[src/rtl/aud_pkg.sv]
`default_nettype none
// ============================================================================
//  Module      : aud_pkg
//  Description : Shared types and constants for the audio recorder:
//                capture FSM state encoding, sample/address widths and
//                the last usable SRAM word address.
//  Revision    : 1.0 - initial release
// ============================================================================
package aud_pkg;

    localparam int SAMPLE_W = 16;
    localparam int ADDR_W   = 20;
    localparam int CNT_W    = 4;

    localparam logic [ADDR_W-1:0] ADDR_MAX = 20'hFFFFF;
    localparam logic [CNT_W-1:0]  CNT_LAST = CNT_W'(SAMPLE_W - 1);

    // Capture FSM; explicit 3-bit encoding
    typedef enum logic [2:0] {
        IDLE   = 3'd0,
        WAIT_H = 3'd1,
        WAIT_L = 3'd2,
        DELAY  = 3'd3,
        SHIFT  = 3'd4,
        STORE  = 3'd5
    } state_t;

endpackage
`default_nettype wire

[src/rtl/aud_sipo.sv]
`default_nettype none
// ============================================================================
//  Module      : aud_sipo
//  Description : Serial-in parallel-out shift register. MSB arrives first,
//                so each new bit enters at bit 0 and older bits move up.
//                Clear has priority over shift.
//  Revision    : 1.0 - initial release
// ============================================================================
module aud_sipo
    import aud_pkg::*;
(
    input  logic                i_bclk,
    input  logic                i_rst_n,
    input  logic                i_clear,
    input  logic                i_shift_en,
    input  logic                i_sdata,
    output logic [SAMPLE_W-1:0] o_pdata
);

    logic [SAMPLE_W-1:0] r_shift;

    // Shift register: clear discards any partial word, shift appends a bit
    always_ff @(posedge i_bclk or negedge i_rst_n) begin
        if (!i_rst_n) begin
            r_shift <= '0;
        end else if (i_clear) begin
            r_shift <= '0;
        end else if (i_shift_en) begin
            r_shift <= {r_shift[SAMPLE_W-2:0], i_sdata};
        end
    end

    assign o_pdata = r_shift;

endmodule
`default_nettype wire

[src/rtl/aud_recorder.sv]
`default_nettype none
// ============================================================================
//  Module      : aud_recorder
//  Description : I2S left-channel recorder. Waits for a clean falling edge
//                of the word clock, skips the I2S delay bit, shifts in 16
//                bits MSB first and presents each sample with an SRAM word
//                address and a one-cycle write strobe. Stops at the top of
//                the address space (sticky full flag).
//  Revision    : 1.0 - initial release
// ============================================================================
module aud_recorder
    import aud_pkg::*;
(
    input  logic                i_bclk,
    input  logic                i_rst_n,
    input  logic                i_adclrck,
    input  logic                i_adcdat,
    input  logic                i_start,
    input  logic                i_pause,
    input  logic                i_stop,
    output logic [SAMPLE_W-1:0] o_data,
    output logic [ADDR_W-1:0]   o_address,
    output logic                o_valid,
    output logic                o_busy,
    output logic                o_full
);

    state_t              r_state;
    logic [CNT_W-1:0]    r_bit_cnt;
    logic [SAMPLE_W-1:0] r_data;
    logic [ADDR_W-1:0]   r_address;
    logic                r_valid;
    logic                r_full;

    logic                w_shift_en;
    logic                w_clear;
    logic [SAMPLE_W-1:0] w_sample;

    // A stop aborts the word in flight, so it both blocks the shift and
    // wipes the partial contents; DELAY clears ahead of every new word.
    assign w_shift_en = (r_state == SHIFT) && !i_stop;
    assign w_clear    = (r_state == DELAY) || i_stop;

    aud_sipo u_sipo (
        .i_bclk     (i_bclk),
        .i_rst_n    (i_rst_n),
        .i_clear    (w_clear),
        .i_shift_en (w_shift_en),
        .i_sdata    (i_adcdat),
        .o_pdata    (w_sample)
    );

    // Capture FSM with registered sample, address, strobe and full flag
    always_ff @(posedge i_bclk or negedge i_rst_n) begin
        if (!i_rst_n) begin
            r_state   <= IDLE;
            r_bit_cnt <= '0;
            r_data    <= '0;
            r_address <= '0;
            r_valid   <= 1'b0;
            r_full    <= 1'b0;
        end else begin
            r_valid <= 1'b0;

            // Advance the address only once the write strobe drops, so the
            // address is stable for the whole strobe; never wrap past the top.
            if (r_valid && (r_address != ADDR_MAX)) begin
                r_address <= r_address + 1'b1;
            end

            case (r_state)
                IDLE: begin
                    if (i_start && !i_stop) begin
                        r_state   <= WAIT_H;
                        r_address <= '0;
                        r_full    <= 1'b0;
                    end
                end

                // Wait for the right half so capture never starts mid-frame
                WAIT_H: begin
                    if (i_stop) begin
                        r_state <= IDLE;
                    end else if (i_adclrck) begin
                        r_state <= WAIT_L;
                    end
                end

                // Falling word-clock edge: capture unless paused, in which
                // case skip this frame and wait for the next falling edge
                WAIT_L: begin
                    if (i_stop) begin
                        r_state <= IDLE;
                    end else if (!i_adclrck) begin
                        r_state <= i_pause ? WAIT_H : DELAY;
                    end
                end

                // I2S skip bit
                DELAY: begin
                    if (i_stop) begin
                        r_state <= IDLE;
                    end else begin
                        r_bit_cnt <= '0;
                        r_state   <= SHIFT;
                    end
                end

                SHIFT: begin
                    if (i_stop) begin
                        r_bit_cnt <= '0;
                        r_state   <= IDLE;
                    end else begin
                        r_bit_cnt <= r_bit_cnt + 1'b1;
                        if (r_bit_cnt == CNT_LAST) begin
                            r_state <= STORE;
                        end
                    end
                end

                // A completed word is always written, even alongside a stop
                STORE: begin
                    r_data  <= w_sample;
                    r_valid <= 1'b1;
                    if (r_address == ADDR_MAX) begin
                        r_full  <= 1'b1;
                        r_state <= IDLE;
                    end else if (i_stop) begin
                        r_state <= IDLE;
                    end else begin
                        r_state <= WAIT_H;
                    end
                end

                default: begin
                    r_state <= IDLE;
                end
            endcase
        end
    end

    assign o_data    = r_data;
    assign o_address = r_address;
    assign o_valid   = r_valid;
    assign o_full    = r_full;
    assign o_busy    = (r_state != IDLE);

endmodule
`default_nettype wire

[config.mk]
export PLATFORM = sky130hd
export DESIGN_NAME = aud_recorder
export DESIGN_NICKNAME = d
export VERILOG_FILES = /design/src/rtl/aud_pkg.sv /design/src/rtl/aud_sipo.sv /design/src/rtl/aud_recorder.sv
export SDC_FILE = /design/constraint.sdc
export NUM_CORES = 1
export LEC_CHECK = 0
export CAP_MARGIN = 15
export CELL_PAD_IN_SITES_DETAIL_PLACEMENT = 1
export CELL_PAD_IN_SITES_GLOBAL_PLACEMENT = 1
export CORE_UTILIZATION = 44
export CTS_CLUSTER_DIAMETER = 60
export DETAILED_ROUTE_END_ITERATION = 10
export GPL_TIMING_DRIVEN = 0
export HOLD_SLACK_MARGIN = 0.1
export PLACE_DENSITY_LB_ADDON = 0.1
export SYNTH_ARGS = -nofsm -noshare
export SYNTH_HDL_FRONTEND = slang
export SYNTH_SLANG_ARGS = --single-unit
[constraint.sdc]
create_clock -name i_bclk -period 3 [get_ports i_bclk]
set_clock_uncertainty 0.05 [all_clocks]
set_input_delay 0.3 -clock i_bclk [delete_from_list [all_inputs] [get_ports i_bclk]]
set_output_delay 0.3 -clock i_bclk [all_outputs]
set_load 0.005 [all_outputs]
==> metrics.md <==
| Metric | Value |
|---|---|
| Antenna Cells | 0 |
| Worst hold path startpoint | i_stop |
| Max Freq | 480 MHz |
| CTS resizes | 0 |
| Synth area leader | dfrtp_1 |
| Synth Instances | 286 |
| Critical path class | reg -> out |
| Prevailing post-synth register cell | dfrtp_1 |
| Synth Register Bits | 61 |
| CP peak stage delay | 0.46 ns |
| CTS Buffer Depth | 2 |
| Min-Delay Path Class | in -> reg |
| Placer Congestion | 0.769 |
| CTS tree | built |
| Post-DP HPWL | 4670 um |
| Post-route insts no fill | 423 |
| Setup total negative slack | 0 ns |
| Routed Antenna Nets | 0 |
| Vias | 2,349 |
| First-pass GRT wire length | 11,200 um |
| Slew Limit Fails | 0 |
| Register area share after synthesis | 53.6% |
| Worst path cell trace | buf_2, or3_1, clkdlybuf4s50_1 |
| Worst skew pair latency | 0.34 ns |
| Vias per cell | 5.55 |
| FF/Latch Area | 1530 um^2 |
| Clock buffer count from CTS | 9 |
| Final setup margin | 0.919 ns |
| H-tree depth | 3 |
| Pleak | 1.59 nW |
| Cell Area, Placed | 3390 um^2 |
| First-pass detailed-route iteration total | 4 |
| Area of the multi-input gates | 1250 um^2 |
| Core ar. | 6060 um^2 |
| Nets | 352 |
| Die height | 82.4 um |
| Tcrit/Tclk final | 69.4% |
| Slew @ Worst Pin | 0.618 ns |
| Global-route usage over all layers | 22.1% |
| Synthesis-to-finish area growth | 26.7% |
| Fin. Hold Viols | 0 |
| Yosys top cell area share | 53.6% |
| CTS Sinks | 61 |
| Die X | 82.4 um |
| Min cycle time layout | 2.08 ns |
| Hold Slack | 0.377 ns |
| Max Cap Viol | 0 |
| Max-slew headroom | 58.8% |
| Initial antenna violation count | 0 |
| Synthesized area per cell | 9.95 um^2 |
| Initial DRC Count | 74 |
| Clock Pin Slew Worst Setup and Hold Paths | 0.07 ns |
| Total I/O pin count | 46 |
| Syn nets | 295 |
| Top post-synthesis cells by count | dfrtp_1, nand2_1, nor2_1 |
| Tot Pwr | 1.92 mW |
| DRC viols | 0 |
| Site Rows | 28 |
| Unique masters post-synth | 39 |
| Fin area | 3600 um^2 |
| Startpoint class of the critical path | register |
| Critical path capture point type | output pin |
| Count leader, synth | dfrtp_1 |
| RR Startpoint | o_address[0]$_DFF_PN0_ |
| Async set-reset flop share out of synthesis | 100% |
| Critical path's slowest cell | clkdlybuf4s50_1 |
| Initial Util | 46.9% |
| Largest net degree at the start of global routing | 38 |
| Final Core Density | 59.5% |
| Status | complete, no violations |
| Total gr overflow | 0 |
| Synth area leaders | dfrtp_1, nand2_1, mux2_2, a21oi_1, nor2_1 |
| Post-synth EDFFs | 0 |
| Syn Std Cell Area | 2850 um^2 |
| Wirelength per Cell | 16.0 um |
| P per Cell Area | 532 nW/um^2 |
| Clock root buffer | clkbuf_8 |
| Placed insts | 406 |
| Max FO, Critical Path | 9 |
| FILL cells | 687 |
| CP startpoint | r_state[0]$_DFFE_PN0P_ |
| Vias in the first global route | 2,399 |
| WL final | 6780 um |
| Arrival time worst endpoint | 1.73 ns |
| Final setup fails | 0 |
| Dpl ws | 1.01 ns |
| Syn. warnings | 0 |
| RSZ-0062 raised after global routing | no |
| PortBufs | 44 |
| Share of cells above drive strength 1 | 13.5% |
| Die area | 6790 um^2 |
| Critical path required time | 2.65 ns |
| IR drop worst, VDD | 0.269 mV |
==> power breakdown <==
| group | switching [mW] | leakage [nW] | internal [mW] |
|---|---|---|---|
| Combinational | 0.173 | 0.644 | 0.123 |
| Sequential | 0.0383 | 0.849 | 0.856 |
| Clock | 0.343 | 0.0954 | 0.386 |
| Total | 0.554 | 1.59 | 1.36 |
==> layout make-up <==
class	instances	area share (%)
clock inverter	7	2.12
buffer	11	1.39
clock buffer	9	3.44
inverter	4	0.417
multi-input combinational	210	34.8
tap	75	2.60
sequential	61	42.3
timing repair buffer	46	12.9
==> final timing paths <==
kind                                            to  slack [ns]  cells after the start
setup / recovery                            o_busy        0.92                      3
max in group asynchronous  o_address[12]$_DFF_PN0_        1.83                      3
min in group asynchronous   o_address[0]$_DFF_PN0_        0.46                      2
setup reg to reg            o_address[0]$_DFF_PN0_        0.99                      6
hold reg to reg             o_data[13]$_DFFE_PN0P_        0.46                      1
hold / removal              r_state[2]$_DFFE_PN0P_        0.38                      2
==> registers in the layout, indices dropped and copies added (netlist names) <==
name and cells:
o_full 1, o_address 20, r_state 3, u_sipo.o_pdata 16
o_valid 1, r_bit_cnt 4, o_data 16
==> critical path, delay by kind of cell, from the launching register on <==
kind	cells	cell delay, ns
AND/OR/NAND/NOR	1	0.40
buffers and inverters	2	0.63
flip-flops	1	0.36
==> placed cells by master, fill, tap and decap left out, drive strengths merged, types with 2 or more instances in the layout <==
cell type	count
nand3	7
nand2	53
a21oi	28
inv	4
a211oi	2
a22oi	2
clkinv	4
a31oi	2
xor2	9
nor3	5
nor4	3
nand4	13
and2	3
nor2b	4
ha	2
o22ai	2
dfrtp	61
or3	4
nor2	31
xnor2	5
mux2	16
o21ai	6
clkdlybuf4s50	43
buf	9
clkinvlp	2
clkbuf	13
==> cells by family (layout without fill, tap and decap cells) <==
logic type	after synthesis	after routing	share of synthesized area (%)
adder cells (fa/ha/maj)	2	2	0.879
AO/OA/AOI/OAI	49	49	10.1
AND/OR/NAND/NOR	128	128	22.1
flip-flops	61	61	53.6
buffers and inverters	15	77	2.29
multiplexers	17	17	6.68
XOR/XNOR	14	14	4.31
==> repair_timing <==
item | CTS | global route
hold buffers | 1 | 0
endpoints found under the hold margin | 24 | 0
setup buffers | 0 | 0
==> layer usage <==
| metal | wire [um] | GRT usage [%] | part of all wire [%] | up-vias |
|---|---|---|---|---|
| met5 | 0 | 0 | 0 | - |
| met2 | 3360 | 37.1 | 50 | 58 |
| met3 | 276 | 3.85 | 4.1 | 18 |
| li1 | - | - | - | 1113 |
| met4 | 146 | 10.7 | 2.2 | 0 |
| met1 | 2990 | 27.5 | 44 | 1160 |
Power figures use the tool's default switching activity.
